**config.mk**
```make
export PLATFORM = sky130hd
export DESIGN_NAME = pc_gen
export DESIGN_NICKNAME = d
export VERILOG_FILES = /design/src/rtl/pc_pkg.sv /design/src/rtl/pc_next_sel.sv /design/src/rtl/pc_gen.sv
export SDC_FILE = /design/constraint.sdc
export NUM_CORES = 1
export LEC_CHECK = 0
export BUFFER_PORTS_ARGS = -buffer_cell sky130_fd_sc_hd__clkbuf_2
export CORE_MARGIN = 5
export CORE_UTILIZATION = 40
export CTS_BUF_LIST = sky130_fd_sc_hd__clkbuf_4 sky130_fd_sc_hd__clkbuf_8 sky130_fd_sc_hd__clkbuf_16
export CTS_CLUSTER_DIAMETER = 200
export CTS_CLUSTER_SIZE = 24
export DETAILED_ROUTE_END_ITERATION = 8
export PLACE_DENSITY = 0.71
export SYNTH_ARGS = -nofsm -noshare
export SYNTH_HDL_FRONTEND = slang
export SYNTH_SLANG_ARGS = --single-unit
```
**constraint.sdc**
```tcl
create_clock -name clk -period 6.4 [get_ports clk]
set_input_delay 1.6 -clock clk [delete_from_list [all_inputs] [get_ports clk]]
set_output_delay 1.6 -clock clk [all_outputs]
set_load 0.05 [all_outputs]
```
**src/rtl/pc_pkg.sv**
```systemverilog
// pc_pkg: shared state enum, default widths/vectors and the INC alignment mask for pc_gen
package pc_pkg;
  typedef enum logic [1:0] {BOOT, RUN, HALTED} state_t;
  localparam int XLEN_DEF = 32;
  localparam logic [31:0] RESET_VECTOR_DEF = 32'h0000_0000;
  function automatic logic [63:0] align_mask(input int unsigned inc);
    return ~(64'(inc) - 64'd1);
  endfunction
endpackage

```
**src/rtl/pc_next_sel.sv**
```systemverilog
// pc_next_sel: combinational next-PC priority mux (trap > redirect > advance > hold) with target alignment; trap path only under PC_TRAP_EN
module pc_next_sel import pc_pkg::*; #(
  parameter int XLEN = XLEN_DEF,
  parameter int INC = 4
) (
  input  state_t            state,
  input  logic [XLEN-1:0]   pc,
  input  logic [XLEN-1:0]   pc_inc,
  input  logic              ready,
  input  logic              redirect,
  input  logic [XLEN-1:0]   target,
  input  logic              halt,
`ifdef PC_TRAP_EN
  input  logic              trap,
  input  logic [XLEN-1:0]   trap_vector,
  output logic              trap_take,
`endif
  output logic [XLEN-1:0]   pc_next,
  output logic              jump,
  output logic              misaligned
);
  localparam logic [XLEN-1:0] MASK = XLEN'(align_mask(INC));
  logic active, redir_take, adv;
  logic [XLEN-1:0] jump_tgt;
  assign active = state != BOOT;
`ifdef PC_TRAP_EN
  assign trap_take = active && trap;
  assign redir_take = active && redirect && !trap_take;
  assign jump = trap_take || redir_take;
  assign jump_tgt = trap_take ? trap_vector : target;
`else
  assign redir_take = active && redirect;
  assign jump = redir_take;
  assign jump_tgt = target;
`endif
  assign adv = state == RUN && !halt && ready;
  assign pc_next = jump ? (jump_tgt & MASK) : adv ? pc_inc : pc;
  assign misaligned = redir_take && |(target & ~MASK);
endmodule

```
**src/rtl/pc_gen.sv**
```systemverilog
// pc_gen: fetch PC register with BOOT/RUN/HALTED FSM, valid/ready fetch handshake, redirect epoch and misalignment pulse; PC_TRAP_EN adds trap_i/trap_vector_i/epc_o
module pc_gen import pc_pkg::*; #(
  parameter int XLEN = XLEN_DEF,
  parameter logic [XLEN-1:0] RESET_VECTOR = XLEN'(RESET_VECTOR_DEF),
  parameter int INC = 4
) (
  input  logic            clk,
  input  logic            rst,
  output logic [XLEN-1:0] pc_o,
  output logic [XLEN-1:0] pc_plus_inc_o,
  output logic            pc_valid_o,
  input  logic            pc_ready_i,
  input  logic            redirect_i,
  input  logic [XLEN-1:0] redirect_target_i,
  input  logic            halt_i,
`ifdef PC_TRAP_EN
  input  logic            trap_i,
  input  logic [XLEN-1:0] trap_vector_i,
  output logic [XLEN-1:0] epc_o,
`endif
  output logic            epoch_o,
  output logic            misaligned_o
);
  state_t state;
  logic [XLEN-1:0] pc_next;
  logic jump, mis, go_run;
`ifdef PC_TRAP_EN
  logic trap_take;
`endif
  assign pc_plus_inc_o = pc_o + XLEN'(INC);
  // HALTED is left by any jump or by halt_i dropping; RUN enters HALTED only on halt without a jump
  assign go_run = state == BOOT || jump || !halt_i;
  pc_next_sel #(.XLEN(XLEN), .INC(INC)) u_sel (
    .state(state), .pc(pc_o), .pc_inc(pc_plus_inc_o), .ready(pc_ready_i),
    .redirect(redirect_i), .target(redirect_target_i), .halt(halt_i),
`ifdef PC_TRAP_EN
    .trap(trap_i), .trap_vector(trap_vector_i), .trap_take(trap_take),
`endif
    .pc_next(pc_next), .jump(jump), .misaligned(mis)
  );
  always_ff @(posedge clk or negedge rst)
    if (!rst) begin
      state <= BOOT;
      pc_o <= RESET_VECTOR;
      pc_valid_o <= 1'b0;
      epoch_o <= 1'b0;
      misaligned_o <= 1'b0;
`ifdef PC_TRAP_EN
      epc_o <= '0;
`endif
    end else begin
      state <= go_run ? RUN : HALTED;
      pc_valid_o <= go_run;
      pc_o <= pc_next;
      epoch_o <= epoch_o ^ jump;
      misaligned_o <= mis;
`ifdef PC_TRAP_EN
      if (trap_take) epc_o <= pc_o;
`endif
    end
endmodule
```
==> out/metrics.csv, run 1 <==
metric,value,unit
status,"finished, final reports clean",
Worst EP required,4.80,ns
"IR drop worst, VDD",0.2209,mV
Min-Delay Path Class,reg2reg,
gr ovfl total,0,
initial antenna violation count,0,
"Setup Fix Bufs, Post-CTS",0,
H-tree depth,2,
DRT Wirelength,6814,um
critical path capture point type,output pin,
synthesized instance count,256,
Cell Pwr Density,303.3,nW/um^2
fillers,557,
Hold Path Origin,epoch_o,
final net count,387,
Post-synth EDFFs,0,
Critical Path Fanout Max,12,
P_leak,1.441,nW
layout cells sized above 1,36.29,%
ys async rst share,100.0,%
Seq pwr share,33.7,%
vias per cell,5.557,
Crit Reg-Reg Startpoint,pc_o[3],
Worst Hold End,epoch_o,
GRT Util Overall,18.76,%
router iterations before antenna repair,4,
Worst Reg-to-Reg Cells,6,
average wire per standard cell,16.15,um
Yosys Warn Count,0,
mapped cell area,2321,sq um
final setup TNS,0,ns
Initial Util,41.64,%
hold buffer count at CTS,0,
Clock transition at path regs,0.07,ns
max-cap viol count,0,
CP Class,reg2out,
Vias,2345,
post-cts resize count,0,
height of the chip,86.18,um
sequential element share of the synthesized area,36.66,%
FMAX,238.6,MHz
Final min period,4.192,ns
first-pass GRT wire length,11320,um
Setup crit start kind,flop,
Top Ports,104,
largest net degree at the start of global routing,35,
First DRT Iteration DRCs,89,
Hold Path Stages,1,
Synth cell types,47,
Critical Path AT,2.59,ns
Int Pwr,0.4372,mW
final setup vio count,0,
DPL Wire Length,5188,um
Final GP Congestion,0.8457,
core box area,5574,sq um
Final Hold Vio Count,0,
Slew HR,28.46,%
Port Buffers,99,
DIE AREA,7426,sq um
NetSw,0.4567,mW
CTS Buf Count,5,
"Avg Cell Area, Syn",9.066,sq um
share of total power in the clock network,19.1,%
fin crit share,65.50,%
synthesis-to-finish area growth,27.01,%
CTS Buffer Depth,2,
n_diodes,0,
Worst Skew,0.007963,ns
width of the chip,86.18,um
RR Endpoint,pc_o[20],
worst skew pair latency,0.29,ns
final slew viol count,0,
synthesized flop and latch total,34,
clock root buffer,clkbuf_8,
CTS tree,yes,
Synth Flop Type,dfrtp_1,
worst-margin pin slew,1.073,ns
RSZ-0062 raised after global routing,false,
sw frac,51.09,%
clock sinks,34,
site row count,27,
number of global-route vias before repair,2315,
Post-DRT Antenna Nets,0,
Min Hold Slack,0.4777,ns
DRC violation count after routing,0,
worst reg2reg setup slack,4.06,ns
combinational share of power,47.2,%
Total Power,0.8940,mW
==> critical path, cell delays in order (launching register included) <==
cell and delay (ns):
dfrtp_1 0.48, nand4_1 0.26, nor2_1 0.69, and2_4 0.32, nand3_2 0.10, xnor2_1 0.15, clkbuf_2 0.29
==> logic make-up (layout without fill, tap and decap cells) <==
group,after synthesis,count (layout),share of synthesized area [%]
DFF,34,34,36.66
xor gates and xnor gates,29,29,10.94
AOI/OAI and AO/OA,69,69,21.56
buffers and inverters,24,115,4.798
muxes,1,1,0.4851
and+or+nand+nor,97,97,24.85
adders and majority gates,1,1,0.5390
other,1,4,0.1616
==> registers in the layout, indices dropped and copies added (netlist names) <==
name	cells
pc_o	30
state	2
epoch_o	1
misaligned_o	1
==> cell type report <==
class,instances,area (sq um),area share (%)
Inverter,6,22.52,0.7640
Timing Repair Buffer,101,510.5,17.32
Sequential cell,34,850.8,28.86
Clock inverter,1,5.005,0.1698
Tap cell,72,90.09,3.056
Clock buffer,7,90.09,3.056
Multi-Input combinational cell,201,1379,46.77
==> worst max-delay path by stage <==
stage,endpoint,from,slack (ns)
5_1_grt,pc_plus_inc_o[29],pc_o[4],2.03
6_report,pc_plus_inc_o[29],pc_o[4],2.21
2_1_floorplan,pc_plus_inc_o[29],pc_o[10],2.04
3_5_place_dp,pc_plus_inc_o[29],pc_o[4],2.50
3_3_place_gp,pc_plus_inc_o[29],pc_o[4],2.60
4_1_cts,pc_plus_inc_o[29],pc_o[4],2.18
==> power groups by stage <==
stage / clock, mW / combinational (mW) / sequential [mW]
6_report: 0.171 / 0.422 / 0.301
5_1_grt: 0.185 / 0.446 / 0.309
4_1_cts: 0.175 / 0.426 / 0.301
3_5_place_dp: 0 / 0.425 / 0.305
3_3_place_gp: 0 / 0.424 / 0.302
2_1_floorplan: 0 / 0.229 / 0.398
==> synth_stat cells, types with 2 or more instances <==
master    count  area [sq um]
dfrtp_1      34         850.8
nand2_1      23         86.33
nor2_1       21         78.83
xnor2_1      20         175.2
o21ai_0      18         90.09
nand3_1      13         65.06
clkbuf_1      9         33.78
xor2_1        9         78.83
a21o_1        8         60.06
a221o_1       8         80.08
o311ai_1      7         61.31
and3_1        6         37.54
inv_1         6         22.52
nor3_1        6         30.03
buf_2         5         25.02
a22o_1        4         35.03
a22oi_1       4         30.03
a31oi_1       4         25.02
buf_4         4         30.03
nand4_1       4         25.02
a21oi_1       3         15.01
nand3_2       3         30.03
nor4_1        3         18.77
o21ai_1       3         15.01
o22ai_1       3         18.77
a41oi_1       2         17.52
and4_1        2         17.52
nand4_2       2         25.02
nor3b_2       2         25.02
nor4_4        2         42.54
o311ai_0      2         17.52
==> per-layer routing <==
| layer | track usage (%) | wire length, um |
|---|---|---|
| met3 | 4.563 | 507 |
| met5 | 0 | 0 |
| met1 | 24.51 | 2908 |
| met2 | 31.39 | 3332 |
| met4 | 4.391 | 65 |
==> layout by cell type, fill, tap and decap left out, drive strengths merged, types with 6 or more instances in the layout <==
master,synthesis,layout
clkbuf,9,106
a221o,8,8
a21o,8,8
nand4,7,7
xnor2,20,20
nand3,16,16
o21ai,21,21
nor3,6,6
dfrtp,34,34
nor4,6,6
and3,6,6
inv,6,6
o311ai,10,10
xor2,9,9
nand2,24,24
nor2,21,21
==> metrics by stage <==
step / utilization, % / cell area [sq um] / cells / setup slack, ns
4_1_cts: 52.88 / 2948 / 422 / 2.181
3_3_place_gp: 51.18 / 2853 / 414 / 2.597
2_1_floorplan: - / 2332 / 259 / 2.039
5_1_grt: 52.88 / 2948 / 422 / 2.026
3_5_place_dp: 51.18 / 2853 / 414 / 2.503
6_report: 52.88 / 2948 / 422 / 2.208
Power figures use the tool's default switching activity.
==> run 2, diff against run 1 <==
--- a/config.mk
+++ b/config.mk
@@ -5,6 +5,7 @@
 export SDC_FILE = /design/constraint.sdc
 export NUM_CORES = 1
 export LEC_CHECK = 0
+export ABC_AREA = 1
 export BUFFER_PORTS_ARGS = -buffer_cell sky130_fd_sc_hd__clkbuf_2
 export CORE_MARGIN = 5
 export CORE_UTILIZATION = 40
@@ -12,7 +13,7 @@
 export CTS_CLUSTER_DIAMETER = 200
 export CTS_CLUSTER_SIZE = 24
 export DETAILED_ROUTE_END_ITERATION = 8
-export PLACE_DENSITY = 0.71
+export PLACE_DENSITY = 0.69
 export SYNTH_ARGS = -nofsm -noshare
 export SYNTH_HDL_FRONTEND = slang
 export SYNTH_SLANG_ARGS = --single-unit
==> constraint.sdc (replaced) <==
create_clock -name clk -period 4.02 [get_ports clk]
set_input_delay 1.005 -clock clk [delete_from_list [all_inputs] [get_ports clk]]
set_output_delay 1.005 -clock clk [all_outputs]
set_load 0.05 [all_outputs]
==> out/metrics.csv, run 2 <==
metric,value,unit,change
Post-synth EDFFs,0,,unchanged
DRC violation count after routing,0,,unchanged
gr ovfl total,0,,unchanged
"Avg Cell Area, Syn",6.573,sq um,was 9.066 sq um
Worst Skew,0.003360,ns,was 0.007963 ns
placed cells,559,,was 414
top-area cell type share of the netlist area,33.11,%,was 36.66%
Place WS,1.321,ns,was 2.503 ns
sequential element share of the synthesized area,33.11,%,was 36.66%
CP max stage cell,dfrtp_1,,was nor2_1
end of the critical path,pc_plus_inc_o[22],,was pc_plus_inc_o[29]
cell taking the most area after synthesis,dfrtp_1,,unchanged
H-tree depth,2,,unchanged
Top Ports,104,,unchanged
Worst EP required,3.01,ns,was 4.80 ns
worst reg2reg setup slack,1.97,ns,was 4.06 ns
Post-synth top cells,"169 x nand2_1, 51 x inv_1, 37 x nor2_1",,"was 34 x dfrtp_1, 23 x nand2_1, 21 x nor2_1"
core box area,6314,sq um,was 5574 sq um
post-cts resize count,0,,unchanged
final net count,527,,was 387
final setup vio count,0,,unchanged
final slew viol count,0,,unchanged
synthesis-to-finish area growth,24.78,%,was 27.01%
Final GP Congestion,0.9098,,was 0.8457
"slowest stage delay, CP",0.42,ns,was 0.69 ns
DP Area,3097,sq um,was 2853 sq um
"leading cell types in the layout, fill and taps excluded","169 x nand2_1, 99 x clkbuf_2, 51 x inv_1, 37 x nor2_1, 34 x dfrtp_1",,"was 99 x clkbuf_2, 34 x dfrtp_1, 23 x nand2_1, 21 x nor2_1, 20 x xnor2_1"
Synth cell types,26,,was 47
site row count,29,,was 27
Vias,2678,,was 2345
router iterations before antenna repair,4,,unchanged
CP startpoint,pc_o[3],,was pc_o[4]
share of total power in the clock network,19.7,%,was 19.1%
"Setup Fix Bufs, Post-CTS",0,,unchanged
synthesized instance count,391,,was 256
width of the chip,90.16,um,was 86.18 um
"commonest non-fill, non-tap cell in the layout",nand2_1,,was clkbuf_2
Setup crit start kind,flop,,unchanged
layout cells sized above 1,27.76,%,was 36.29%
hold buffer count at CTS,0,,unchanged
Final WS setup,1.023,ns,was 2.208 ns
initial antenna violation count,0,,unchanged
P_leak,1.788,nW,was 1.441 nW
top cell family by delay on the critical path,simple AND/OR/NAND/NOR gates,,unchanged
Seq pwr share,30.9,%,was 33.7%
CTS Buffer Depth,2,,unchanged
height of the chip,90.16,um,was 86.18 um
DPL Wire Length,5852,um,was 5188 um
fin crit share,74.56,%,
max-cap viol count,0,,unchanged
crit-path cells,"ha_1, nand2_1, nor2_4, nand2_4, nor2_8, nand2_1, nand2_1, and2_1, clkbuf_2",,"was nand4_1, nor2_1, and2_4, nand3_2, xnor2_1, clkbuf_2"
Total Power,1.535,mW,was 0.8940 mW
DR WL met3,452,um,was 507 um
Critical Path AT,1.99,ns,was 2.59 ns
largest cells by area after synthesis,"dfrtp_1 33%, nand2_1 25%, inv_1 7.4%",,"was dfrtp_1 37%, xnor2_1 7.5%, o21ai_0 3.9%"
CTS tree,yes,,unchanged
mapped cell area,2570,sq um,was 2321 sq um
DRT Wirelength,7380,um,was 6814 um
Post-DRT Antenna Nets,0,,unchanged
clock sinks,34,,unchanged
Worst Reg-to-Reg Cells,6,,unchanged
ys async rst share,100.0,%,unchanged
Critical Path Stages,9,,was 6
Final min period,2.997,ns,
first-pass GRT wire length,12790,um,was 11320 um
NetSw,0.8060,mW,was 0.4567 mW
CP Class,reg2out,,unchanged
max reg flops,30,,unchanged
combinational share of power,49.4,%,was 47.2%
largest registers,"pc_o (30), state (2)",,unchanged
worst-margin pin slew,0.8729,ns,was 1.073 ns
Final Util,50.79,%,was 52.88%
worst skew pair latency,0.29,ns,about the same
FMAX,333.7,MHz,
Int Pwr,0.7287,mW,was 0.4372 mW
Initial Util,40.71,%,was 41.64%
synthesized flop and latch total,34,,unchanged
status,"finished, final reports clean",,unchanged
highest metal used,met4,,unchanged
Synth Flop Type,dfrtp_1,,unchanged
routed wl met2,3617,um,was 3332 um
RR Endpoint,pc_o[2],,was pc_o[20]
average wire per standard cell,13.02,um,was 16.15 um
Post-Layout Cell Count,567,,was 422
vias per cell,4.723,,was 5.557
Critical Path Fanout Max,5,,was 12
Seq. cell area,850.8,sq um,unchanged
Clock transition at path regs,0.07,ns,about the same
RSZ-0062 raised after global routing,false,,unchanged
CTS Buf Count,5,,unchanged
Yosys Warn Count,0,,unchanged
sw frac,52.52,%,was 51.09%
DIE AREA,8128,sq um,was 7426 sq um
multi-input logic area,1459,sq um,was 1379 sq um
most numerous cell in the Yosys netlist,nand2_1,,was dfrtp_1
"IR drop worst, VDD",0.2328,mV,was 0.2209 mV
Most common cell on crit path,nand2_1,,
Min-Delay Path Class,reg2reg,,unchanged
n_diodes,0,,unchanged
critical path capture point type,output pin,,unchanged
GRT Util Overall,18.76,%,about the same
Port Buffers,99,,unchanged
met1 wire length,3201,um,was 2908 um
fin area,3207,sq um,was 2948 sq um
final setup TNS,0,ns,unchanged
clock root buffer,clkbuf_8,,unchanged
First DRT Iteration DRCs,149,,was 89
Slew HR,41.80,%,was 28.46%
number of global-route vias before repair,2745,,was 2315
largest net degree at the start of global routing,35,,unchanged
Bufs and invs on worst path,1,,unchanged
fillers,652,,was 557
Cell Pwr Density,478.6,nW/um^2,was 303.3 nW/um^2
Final Hold Vio Count,0,,unchanged
Min Hold Slack,0.4761,ns,was 0.4777 ns
Reg with most FFs,pc_o,,unchanged
Crit Reg-Reg Startpoint,state[0],,was pc_o[3]
[run 2: cell count changes after synthesis, sizes merged, moves of 5 or more]
cell / delta
a221o: -8
o311ai: -10
nand4: -6
nand2: +153
nor2: +29
xnor2: -18
nor4: -6
and3: -6
inv: +46
xor2: +5
a21o: -8
clkbuf: -9
[run 2: final cells by class]
type,count,area share (%)
inverters,52,6.087
repair buffers,99,15.45
multi-input cells,297,45.49
clock buffers,8,3.433
well taps,77,3.004
flip-flops and latches,34,26.53
[run 2: worst min path at each step]
stage / start / end / slack (ns) / cells after the start
after floorplan: state[1] / state[1] / 0.58 / 2
after global placement: epoch_o / epoch_o / 0.46 / 1
after detailed placement: epoch_o / epoch_o / 0.47 / 1
after CTS: epoch_o / epoch_o / 0.48 / 1
after global routing: epoch_o / epoch_o / 0.50 / 1
final: epoch_o / epoch_o / 0.48 / 1
[run 2: worst register-to-register path, cell delays in order (launching register included)]
cell and delay, ns:
dfrtp_1 0.43, o21ai_4 0.31, inv_2 0.30, nor2_4 0.61, nor2_1 0.09, a21oi_1 0.15, nor2_1 0.05
[run 2: cell families (layout without fill, tap and decap cells)]
group,Yosys count,after routing,synth area share [%]
adder cells (fa/ha/maj),1,1,0.4868
XOR/XNOR,16,16,7.206
AO/OA/AOI/OAI,21,21,4.722
buffers and inverters,63,159,10.56
flip-flops,34,34,33.11
AND/OR/NAND/NOR,255,255,43.77
other,1,4,0.1459
[run 2: power groups by stage]
stage          clock (mW)  combinational [mW]  sequential, mW
4_1_cts             0.308               0.763           0.475
6_report            0.302               0.758           0.475
3_3_place_gp            0               0.755           0.479
2_1_floorplan           0               0.408           0.649
3_5_place_dp            0               0.762           0.480
5_1_grt             0.320               0.809           0.484
[run 2: routing by layer]
layer	vias up	GRT usage, %
li1	1359	-
met1	1228	23.03
met2	80	32.68
met3	11	4.007
met4	0	5.831
met5	-	0
==> run 3, diff against run 2 <==
==> constraint.sdc (replaced) <==
create_clock -name clk -period 3 [get_ports clk]
set_input_delay 0.75 -clock clk [delete_from_list [all_inputs] [get_ports clk]]
set_output_delay 0.75 -clock clk [all_outputs]
set_load 0.05 [all_outputs]
==> out/metrics.csv, run 3 (synthesized netlist as in run 2, its figures left out) <==
metric,value,unit,change
average wire per standard cell,13.29,um,was 13.02 um
worst skew pair latency,0.29,ns,about the same
initial antenna violation count,0,,unchanged
NetSw,1.081,mW,was 0.8060 mW
layout cells sized above 1,27.96,%,was 27.76%
CP Class,reg2out,,unchanged
Vias,2689,,was 2678
FMAX,364.2,MHz,
multi-input logic area,1466,sq um,was 1459 sq um
Clock transition at path regs,0.07,ns,about the same
Post-DRT Antenna Nets,0,,unchanged
Initial Util,40.71,%,unchanged
n_diodes,0,,unchanged
Int Pwr,0.9242,mW,was 0.7287 mW
"commonest non-fill, non-tap cell in the layout",nand2_1,,unchanged
largest net degree at the start of global routing,35,,unchanged
critical path capture point type,output pin,,unchanged
First DRT Iteration DRCs,114,,was 149
H-tree depth,2,,unchanged
crit-path cells,"ha_1, nand2_1, nor2_4, nand2_4, nor2_8, nand2_1, nand2_1, and2_1, clkbuf_2",,unchanged
largest registers,"pc_o (30), state (2)",,unchanged
CP max stage cell,dfrtp_1,,unchanged
CTS Buf Count,5,,unchanged
max-cap viol count,0,,unchanged
router iterations before antenna repair,4,,unchanged
post-cts resize count,0,,unchanged
Most common cell on crit path,nand2_1,,unchanged
Worst Skew,0.006547,ns,was 0.003360 ns
"IR drop worst, VDD",0.3162,mV,was 0.2328 mV
width of the chip,90.16,um,unchanged
Slew HR,38.59,%,was 41.80%
number of global-route vias before repair,2596,,was 2745
final setup vio count,0,,unchanged
final slew viol count,0,,unchanged
Cell Pwr Density,627.5,nW/um^2,was 478.6 nW/um^2
fin area,3196,sq um,was 3207 sq um
fin crit share,91.52,%,
Reg with most FFs,pc_o,,unchanged
Seq pwr share,31.7,%,was 30.9%
site row count,29,,unchanged
CTS tree,yes,,unchanged
P_leak,1.782,nW,was 1.788 nW
Seq. cell area,850.8,sq um,unchanged
Final min period,2.746,ns,
CTS Buffer Depth,2,,unchanged
max reg flops,30,,unchanged
worst-margin pin slew,0.9212,ns,was 0.8729 ns
fillers,661,,was 652
RSZ-0062 raised after global routing,false,,unchanged
clock sinks,34,,unchanged
GRT Util Overall,18.69,%,was 18.76%
final net count,528,,was 527
Top Ports,104,,unchanged
height of the chip,90.16,um,unchanged
sw frac,53.91,%,was 52.52%
status,"finished, final reports clean",,unchanged
final setup TNS,0,ns,unchanged
Min-Delay Path Class,reg2reg,,unchanged
Bufs and invs on worst path,1,,unchanged
Critical Path AT,2.00,ns,was 1.99 ns
"slowest stage delay, CP",0.42,ns,about the same
Final Util,50.61,%,was 50.79%
DRT Wirelength,7536,um,was 7380 um
DPL Wire Length,5861,um,was 5852 um
gr ovfl total,0,,unchanged
clock root buffer,clkbuf_8,,unchanged
Critical Path Fanout Max,5,,unchanged
Setup crit start kind,flop,,unchanged
Final Hold Vio Count,0,,unchanged
Port Buffers,99,,unchanged
Final GP Congestion,0.8947,,was 0.9098
DRC violation count after routing,0,,unchanged
DP Area,3112,sq um,was 3097 sq um
top cell family by delay on the critical path,simple AND/OR/NAND/NOR gates,,unchanged
synthesis-to-finish area growth,24.34,%,was 24.78%
DIE AREA,8128,sq um,unchanged
combinational share of power,50.9,%,was 49.4%
first-pass GRT wire length,12740,um,was 12790 um
share of total power in the clock network,17.4,%,was 19.7%
hold buffer count at CTS,0,,unchanged
vias per cell,4.743,,was 4.723
"Setup Fix Bufs, Post-CTS",0,,unchanged
Worst EP required,2.25,ns,was 3.01 ns
core box area,6314,sq um,unchanged
"leading cell types in the layout, fill and taps excluded","169 x nand2_1, 99 x clkbuf_2, 51 x inv_1, 37 x nor2_1, 34 x dfrtp_1",,unchanged
## run 3: changes by cell type in the layout (fill, tap and decap cells not counted)
cell      change
clkbuf_8      -3
clkbuf_4      +2
xor2_2        +1
buf_4         +1
xor2_1        -1
## run 3: cell type report
class	count	area share, %
multi-input combinational	297	45.89
sequential	34	26.62
timing repair buffer	100	15.74
inverter	52	6.108
tap	77	3.015
clock buffer	7	2.623
## run 3: worst reg2reg max path, stage by stage (launching register included)
cell and delay (ns):
dfrtp_1 0.43, o21ai_4 0.30, inv_2 0.31, nor2_4 0.43
buf_4 0.28, nand2_1 0.08, nand2_1 0.06
## run 3: per-layer routing
metal / up-vias / global-route usage, % / wire length [um]
met5: - / 0 / 0
li1: 1363 / - / -
met3: 7 / 3.339 / 453
met2: 80 / 30.73 / 3524
met4: 0 / 4.591 / 81
met1: 1239 / 25.46 / 3476
## run 3: final timing paths
check,start,to,slack (ns),cells after the start
setup / recovery,pc_o[3],pc_plus_inc_o[22],0.25,9
hold / removal,epoch_o,epoch_o,0.48,1
setup reg to reg,state[0],pc_o[19],1.06,6
hold reg to reg,epoch_o,epoch_o,0.48,1
max in group asynchronous,rst,pc_o[15],1.83,1
min in group asynchronous,rst,pc_o[6],0.58,1
## run 3: power by group through the flow
| stage | Clock [mW] | Sequential (mW) | Combinational [mW] |
|---|---|---|---|
| after global routing | 0.372 | 0.650 | 1.08 |
| after floorplan | 0 | 0.870 | 0.548 |
| final | 0.349 | 0.636 | 1.02 |
| after CTS | 0.353 | 0.636 | 1.03 |
| after detailed placement | 0 | 0.644 | 1.02 |
| after global placement | 0 | 0.640 | 1.02 |
## run 3: per-stage QoR
stage                     power [mW]  cells  setup slack, ns  hold slack (ns)
after detailed placement       1.668    560           0.5580           0.4798
after global placement         1.658    560           0.6032           0.4616
after global routing           2.107    567           0.1099           0.5000
after CTS                      2.016    567           0.2522           0.4894
after floorplan                1.418    394           0.1874           0.4544
final                          2.005    567           0.2544           0.4789
